$ cat src/rtl/sw_score_collector.sv
// sw_score_collector
//   Collector for the Smith-Waterman systolic array output stream. Keeps the
//   running maximum score and the index where it first appeared. It presents
//   {max, pos, count, ovf} on a valid/ready port after the last sample.
//
// Ports
//   clock, reset        rising-edge clock, synchronous active-high reset
//   io_start            begin a new alignment (clears tracking state)
//   io_in_valid/score/last, io_in_ready   sample stream (ready only in RUN)
//   io_out_valid/ready  result handshake (valid only in DONE)
//   io_out_max/pos/count/ovf              registered result
//
// Optional feature
//   SW_COLLECT_PRINTF_EN: simulation-only print of each delivered result.
module sw_score_collector #(
  parameter int SCORE_W = 16,
  parameter int POS_W   = 10
) (
  input  logic               clock,
  input  logic               reset,
  input  logic               io_start,
  input  logic               io_in_valid,
  input  logic [SCORE_W-1:0] io_in_score,
  input  logic               io_in_last,
  output logic               io_in_ready,
  output logic               io_out_valid,
  input  logic               io_out_ready,
  output logic [SCORE_W-1:0] io_out_max,
  output logic [POS_W-1:0]   io_out_pos,
  output logic [POS_W-1:0]   io_out_count,
  output logic               io_out_ovf
);

  typedef enum logic [1:0] {S_IDLE, S_RUN, S_DONE} state_t;

  localparam logic [POS_W-1:0] CNT_MAX = '1;

  state_t state, state_nxt;
  logic   clear, accept;

  // Moore handshake outputs: decoded from the state register only.
  assign io_in_ready  = (state == S_RUN);
  assign io_out_valid = (state == S_DONE);

  always_comb begin
    state_nxt = state;
    clear     = 1'b0;
    accept    = 1'b0;
    case (state)
      S_IDLE: begin
        if (io_start) begin
          clear     = 1'b1;
          state_nxt = S_RUN;
        end
      end
      S_RUN: begin
        // start aborts: any sample in the same cycle is dropped, last included
        if (io_start) begin
          clear = 1'b1;
        end else if (io_in_valid) begin
          accept = 1'b1;
          if (io_in_last) state_nxt = S_DONE;
        end
      end
      S_DONE: begin
        // start alone is ignored so an undelivered result is never lost
        if (io_out_ready) begin
          if (io_start) begin
            clear     = 1'b1;
            state_nxt = S_RUN;
          end else begin
            state_nxt = S_IDLE;
          end
        end
      end
      default: state_nxt = S_IDLE;
    endcase
  end

  always_ff @(posedge clock) begin
    if (reset) begin
      state        <= S_IDLE;
      io_out_max   <= '0;
      io_out_pos   <= '0;
      io_out_count <= '0;
      io_out_ovf   <= 1'b0;
    end else begin
      state <= state_nxt;
      if (clear) begin
        io_out_max   <= '0;
        io_out_pos   <= '0;
        io_out_count <= '0;
        io_out_ovf   <= 1'b0;
      end else if (accept) begin
        // Count never wraps, so count==0 identifies the first sample. Strict
        // '>' keeps the earliest index on ties; pos follows the saturated count.
        if (io_out_count == '0 || io_in_score > io_out_max) begin
          io_out_max <= io_in_score;
          io_out_pos <= io_out_count;
        end
        if (io_out_count != CNT_MAX) io_out_count <= io_out_count + 1'b1;
        else                         io_out_ovf   <= 1'b1;
      end
    end
  end

`ifdef SW_COLLECT_PRINTF_EN
`ifndef SYNTHESIS
  always @(posedge clock) begin
    if (!reset && state == S_DONE && io_out_ready)
      $display("sw_score_collector: max=%0d pos=%0d count=%0d ovf=%0d",
               io_out_max, io_out_pos, io_out_count, io_out_ovf);
  end
`endif
`endif

endmodule

$ cat config.mk
export PLATFORM = sky130hd
export DESIGN_NAME = sw_score_collector
export DESIGN_NICKNAME = d
export VERILOG_FILES = /design/src/rtl/sw_score_collector.sv
export SDC_FILE = /design/constraint.sdc
export NUM_CORES = 1
export LEC_CHECK = 0
export CAP_MARGIN = 20
export CORE_UTILIZATION = 49
export CTS_CLUSTER_SIZE = 25
export DETAILED_ROUTE_END_ITERATION = 16
export PLACE_DENSITY = 0.82
export SETUP_SLACK_MARGIN = 0.02
export SLEW_MARGIN = 20
export SYNTH_ARGS = -nofsm -noshare
export SYNTH_HDL_FRONTEND = slang
export SYNTH_SLANG_ARGS = --single-unit
$ cat constraint.sdc
create_clock -name clock -period 3.9 [get_ports clock]
set_clock_uncertainty 0.1 [all_clocks]
set_input_delay 0.975 -clock clock [delete_from_list [all_inputs] [get_ports clock]]
set_output_delay 0.975 -clock clock [all_outputs]
set_load 0.03 [all_outputs]
==> run_results.csv, run 1 <==
group,metric,value,unit
pwr,report.power.total,0.000848,W
timing,hold_viol,0,
pwr,power.density_cell_area,296,nW/µm²
worst_setup_path,cp.required,3.98,ns
cells_and_area,fillerInstances,332,
worst_setup_path,worst-r2r-setup-slack,1.65,ns
clock_tree,cts_resized,0,
worst_setup_path,worst-path-max-fanout,13,
clock_tree,root_buffer,"sky130_fd_sc_hd__clkbuf_8",
drt,detail_route.drc_violations,0,
pwr,p_leak,1.01,nW
worst_setup_path,cp-start-kind,"input port",
floorplanning,boundaryPins,61,
worst_setup_path,arrival,3.06,ns
grt,grt_pass1_vias,1662,
timing,slew_viol_final,0,
clock_tree,cts_num_sinks,39,
grt,global_route.overflow_total,0,
floorplanning,chipWidth,67.5,µm
clock_tree,cts-root-to-sink-buffers,2,
clock_tree,cts_setup_buffers,0,
floorplanning,rows,23,
clock_tree,cts_htree_levels,2,
cells_and_area,layout-area-overhead-vs-synth,36.1,%
min_path,worstHoldPathType,"flop to flop",
clock_tree,clk_pin_slew,0.07,ns
timing,timing.final.setup_violations,0,
timing,relSlewSlack,0.625,
timing,tightest_slew,0.555,ns
floorplanning,effective_utilization_at_floorplan,0.518,
synth,postSynthCellCount,246,
floorplanning,fp.dieArea,4560,µm²
synth,number_of_synthesized_flops_with_an_enable_pin,0,
timing,post-route-worst-setup-slack,0.914,ns
drt,detailedRoute.firstIterationViolations,57,
synth,proportion_of_synthesized_chip_area_in_sequential_cells,0.371,
synth,synth_top_area_cell,"sky130_fd_sc_hd__dfxtp_1",
grt,grt_pass1_wl,7.00,mm
clock_tree,cts_tree,"done",
timing,finalSetupTns,0,ns
floorplanning,die_y,67.5,µm
synth,syn-num-nets,286,
drt,drt_wl_total,4.47,mm
drt,drt_pass1_iterations,4,
worst_setup_path,worst-setup-path-type,"input port to flop",
timing,rsz0062_at_grt,"false",
clock_tree,tritoncts.num_buffers,5,
timing,finalCriticalPeriod,2.99,ns
min_path,worstHoldPathCells,2,
worst_setup_path,r2r-end,"io_out_pos[3]",
worst_setup_path,reg2reg_depth,8,
synth,synth_cell_type_count,34,
synth,yosysWarnings,0,
worst_setup_path,crit-reg2reg-launch,"io_out_max[15]",
timing,period_utilization,0.766,
drt,vias,1819,
synth,post_synth_most_frequent_cells,"sky130_fd_sc_hd__nand2_1 (57), sky130_fd_sc_hd__dfxtp_1 (39), sky130_fd_sc_hd__mux2i_1 (26), sky130_fd_sc_hd__inv_1 (20), sky130_fd_sc_hd__ha_1 (18)",
clock_tree,clk_latency_worst_skew_pair,0.29,ns
cells_and_area,final_layout_size_suffix_gt1_frac,0.0519,
worst_setup_path,worst_setup_path_end_kind,"flop",
timing,fmaxAchievable,335,MHz
placement,port_buffers,60,
drt,final_antenna_net_count,0,
floorplanning,placeableCoreArea,4060,µm²
synth,flip_flop_cell_with_the_highest_count_after_synthesis,"sky130_fd_sc_hd__dfxtp_1",
grt,initial_antenna_violation_count,0,
placement,hpwlAfterDp,3.24,mm
clock_tree,postCtsHoldBufs,0,
pwr,vdd.ir_drop.worst,0.239,mV
grt,grt_usage,0.209,
synth,syn-cell-area,2100,µm²
grt,grt_max_degree,53,
cells_and_area,insertedDiodeCount,0,
synth,postSynthRegisterBits,39,
placement,gpl.final_weighted_congestion,0.755,
worst_setup_path,critPathCapture,"io_out_pos[3]",
synth,ys_top_cells_by_area,"sky130_fd_sc_hd__dfxtp_1 (37%), sky130_fd_sc_hd__mux2i_1 (12%), sky130_fd_sc_hd__ha_1 (11%)",
placement,preCtsSetupSlack,0.625,ns
cells_and_area,nets,347,
synth,syn_avg_cell_area,8.55,µm²
synth,yosys.cell_count.top_type,"sky130_fd_sc_hd__nand2_1",
synth,synthArstFlopShare,0,
synth,yosys.area.top_type_share,0.371,
worst_setup_path,worst_setup_startpoint,"io_in_score[15]",
drt,vias_per_instance,5.08,
status,run_status,"completed",
flow_run,max_cap_violations,0,
drt,detail_route.wl_per_cell,12.5,µm
-- per-layer routing --
layer	GRT usage	wire, µm
met5	0	0
met4	0.0957	88
met3	0.0591	246
met2	0.366	2130
met1	0.232	2010
-- report_power, final --
group | leakage [nW] | internal, W | total (W) | switching [W]
combinational | 0.631 | 0.0000464 | 0.0000954 | 0.0000490
sequential | 0.315 | 0.000401 | 0.000404 | 0.00000293
clock | 0.0612 | 0.000207 | 0.000349 | 0.000142
-- worst max-delay path, cell delays in order --
cell	delay [ns]
sky130_fd_sc_hd__clkdlybuf4s50_1	0.43
sky130_fd_sc_hd__ha_1	0.35
sky130_fd_sc_hd__nand4_2	0.15
sky130_fd_sc_hd__or4_1	0.51
sky130_fd_sc_hd__o21ai_1	0.22
sky130_fd_sc_hd__a31oi_4	0.05
sky130_fd_sc_hd__buf_4	0.22
sky130_fd_sc_hd__mux2i_1	0.14
-- cell families after synthesis --
family / synth area share
compound gates: 0.0678
xor+xnor: 0.0375
flops: 0.371
fa+ha+maj: 0.107
mux: 0.124
buf+inv: 0.0726
simple gates: 0.220
-- worst min path at each step --
stage | start | to
after global placement | io_out_pos[1] | io_out_pos[1]
after global routing | io_out_pos[5] | io_out_pos[5]
final | io_out_pos[5] | io_out_pos[5]
after CTS | io_out_pos[5] | io_out_pos[5]
after floorplan | state[1] | state[1]
after detailed placement | io_out_pos[5] | io_out_pos[5]
-- area by class of cell --
cell class | count | area, µm² | area share
multi-input combinational | 177 | 1200 | 0.418
timing repair buffer | 64 | 631 | 0.220
sequential | 39 | 781 | 0.273
clock inverter | 2 | 35.0 | 0.0122
clock buffer | 6 | 82.6 | 0.0288
inverter | 20 | 75.1 | 0.0262
tap | 50 | 62.6 | 0.0219
-- sequential cells by signal, summed over array words and instances, names as in the netlist --
signal        cells
io_out_count     10
io_out_max       16
io_out_ovf        1
io_out_pos       10
state             2
-- layout by cell type, fill, tap and decap left out, types with 2 or more instances in the layout --
master	netlist	routed
sky130_fd_sc_hd__nand2_1	57	57
sky130_fd_sc_hd__o21ai_1	2	2
sky130_fd_sc_hd__nor2_1	14	14
sky130_fd_sc_hd__a211oi_1	2	2
sky130_fd_sc_hd__nand4_1	6	6
sky130_fd_sc_hd__and3_1	5	5
sky130_fd_sc_hd__buf_4	0	4
sky130_fd_sc_hd__clkdlybuf4s50_1	0	60
sky130_fd_sc_hd__ha_1	18	18
sky130_fd_sc_hd__inv_1	20	20
sky130_fd_sc_hd__nand3_1	5	5
sky130_fd_sc_hd__clkbuf_8	0	6
sky130_fd_sc_hd__a21oi_1	11	10
sky130_fd_sc_hd__nor2b_1	3	3
sky130_fd_sc_hd__o21ai_0	3	3
sky130_fd_sc_hd__dfxtp_1	39	39
sky130_fd_sc_hd__xor2_1	8	8
sky130_fd_sc_hd__mux2i_1	26	26
-- stage by stage --
stage               hold slack [ns]  cell area (µm²)  utilization  cells
finish                        0.359             2860        0.706    358
global route                  0.379             2860        0.706    358
CTS                           0.364             2860        0.706    358
detailed placement            0.353             2750        0.677    350
global placement              0.345             2750        0.677    350
floorplan                     0.391             2100            -    246
(Power assumes the default switching activity.)
==> run 2, diff against run 1 <==
- CORE_UTILIZATION: 49 -> 47
- PLACE_DENSITY: 0.82 -> 0.79
- clock period: 3.9 -> 2.9 ns (I/O delays scaled with it)
==> run 2 against run 1 <==
Final cell count rose by 2.2%. Sequential power rose by 34%. Critical path depth rose by 1. Non-clock buffer count rose by 8. Sequential cell count did not move. Critical endpoint is now io_out_pos[1]. Clock power rose by 2%. First-iteration DRC count rose by 79%. Final area rose by 1.3%. Utilization fell by 0.59 points.
==> run_results.csv, run 2 (synthesis results as in run 1) <==
group,metric,value,unit
status,run_status,"completed",
cells_and_area,final_layout_size_suffix_gt1_frac,0.0696,
cells_and_area,fillerInstances,354,
floorplanning,effective_utilization_at_floorplan,0.508,
grt,global_route.overflow_total,0,
clock_tree,root_buffer,"sky130_fd_sc_hd__clkbuf_8",
drt,vias_per_instance,5.18,
timing,finalCriticalPeriod,2.69,ns
clock_tree,postCtsHoldBufs,0,
pwr,vdd.ir_drop.worst,0.276,mV
cells_and_area,insertedDiodeCount,0,
cells_and_area,commonest_non_fill_non_tap_cells_in_the_layout,"sky130_fd_sc_hd__clkdlybuf4s50_1 (60), sky130_fd_sc_hd__nand2_1 (57), sky130_fd_sc_hd__dfxtp_1 (39), sky130_fd_sc_hd__mux2i_1 (26), sky130_fd_sc_hd__inv_1 (20)",
cells_and_area,layout-area-overhead-vs-synth,37.8,%
clock_tree,tritoncts.num_buffers,5,
placement,hpwlAfterDp,3.49,mm
timing,rsz0062_at_grt,"false",
drt,vias,1897,
floorplanning,chipWidth,68.9,µm
floorplanning,boundaryPins,61,
drt,drt_pass1_iterations,4,
pwr,p_leak,1.03,nW
timing,period_utilization,0.926,
clock_tree,cts_setup_buffers,0,
cells_and_area,largest_reg_flops,16,
pwr,power.density_cell_area,358,nW/µm²
placement,port_buffers,60,
worst_setup_path,cp.required,2.98,ns
timing,relSlewSlack,0.759,
drt,drt_wl_total,4.68,mm
worst_setup_path,worst-setup-path-type,"input port to flop",
clock_tree,cts_tree,"done",
grt,grt_pass1_vias,1665,
grt,grt_usage,0.210,
timing,hold_viol,0,
floorplanning,fp.dieArea,4750,µm²
cells_and_area,biggestRegsByFlops,"io_out_max x16, io_out_count x10, io_out_pos x10",
cells_and_area,layout_commonest_cell,"sky130_fd_sc_hd__clkdlybuf4s50_1",
worst_setup_path,worst_setup_path_end_kind,"flop",
timing,timing.hold.ws,0.366,ns
timing,post-route-worst-setup-slack,0.215,ns
placement,dpl-instance-area,2820,µm²
placement,preCtsSetupSlack,-0.0991,ns
clock_tree,cts-root-to-sink-buffers,2,
floorplanning,placeableCoreArea,4140,µm²
cells_and_area,top_register,"io_out_max",
cells_and_area,finalInstanceArea,2900,µm²
min_path,worstHoldPathType,"flop to flop",
timing,tightest_slew,0.362,ns
clock_tree,cts_resized,0,
drt,final_antenna_net_count,0,
cells_and_area,nets,355,
cells_and_area,final_core_utilization,0.700,
drt,detailedRoute.firstIterationViolations,102,
clock_tree,clk_pin_slew,0.07,ns
worst_setup_path,worst-path-max-fanout,8,
grt,grt_max_degree,48,
drt,detail_route.wl_per_cell,12.8,µm
floorplanning,rows,23,
timing,slew_viol_final,0,
placement,gpl.final_weighted_congestion,0.758,
flow_run,max_cap_violations,0,
grt,grt_pass1_wl,7.31,mm
worst_setup_path,cp-start-kind,"input port",
timing,timing.final.setup_violations,0,
clock_tree,cts_htree_levels,2,
clock_tree,clk_latency_worst_skew_pair,0.29,ns
timing,fmaxAchievable,372,MHz
floorplanning,die_y,68.9,µm
worst_setup_path,arrival,2.76,ns
grt,initial_antenna_violation_count,0,
clock_tree,cts_num_sinks,39,
drt,detail_route.drc_violations,0,
==> run 2: layout make-up <==
class	count	area, µm²	share of cell area
inverter	20	75.1	0.0259
tap	50	62.6	0.0216
multi-input combinational	177	1200	0.413
clock inverter	1	5.00	0.00173
clock buffer	7	76.3	0.0263
sequential	39	781	0.269
timing repair buffer	72	703	0.243
==> run 2: report_power, final <==
group	internal (W)	switching, W
sequential	0.000539	0.00000399
clock	0.000169	0.000188
combinational	0.0000691	0.0000681
==> run 2: path summary, 6_finish.rpt <==
| path | from | end | slack [ns] | depth (start not counted) |
|---|---|---|---|---|
| max | io_in_score[0] | io_out_pos[1] | 0.21 | 9 |
| min | io_out_pos[5] | io_out_pos[5] | 0.37 | 2 |
| max reg2reg | io_out_max[15] | io_out_pos[1] | 0.70 | 8 |
| min reg2reg | io_out_pos[5] | io_out_pos[5] | 0.37 | 2 |
==> run 2: per-layer routing <==
| metal | up-vias | wire (µm) | GRT usage |
|---|---|---|---|
| met1 | 870 | 2180 | 0.251 |
| met5 | - | 0 | 0 |
| met3 | 7 | 264 | 0.0559 |
| li1 | 964 | - | - |
| met4 | 0 | 78 | 0.0663 |
| met2 | 56 | 2160 | 0.362 |
==> run 2: worst max-delay path, cell delays in order <==
cell	delay [ns]
sky130_fd_sc_hd__clkdlybuf4s50_1	0.48
sky130_fd_sc_hd__inv_1	0.05
sky130_fd_sc_hd__ha_1	0.27
sky130_fd_sc_hd__nand4_1	0.10
sky130_fd_sc_hd__or4_1	0.54
sky130_fd_sc_hd__o21ai_1	0.22
sky130_fd_sc_hd__a31oi_4	0.07
sky130_fd_sc_hd__buf_4	0.20
sky130_fd_sc_hd__mux2i_1	0.13
==> run 2: stage by stage <==
step	power (W)	TNS, ns	cells
global placement	0.000690	-1.09	358
floorplan	0.000629	0	246
finish	0.00104	0	366
global route	0.00109	0	366
detailed placement	0.000693	-2.17	358
CTS	0.00105	0	366
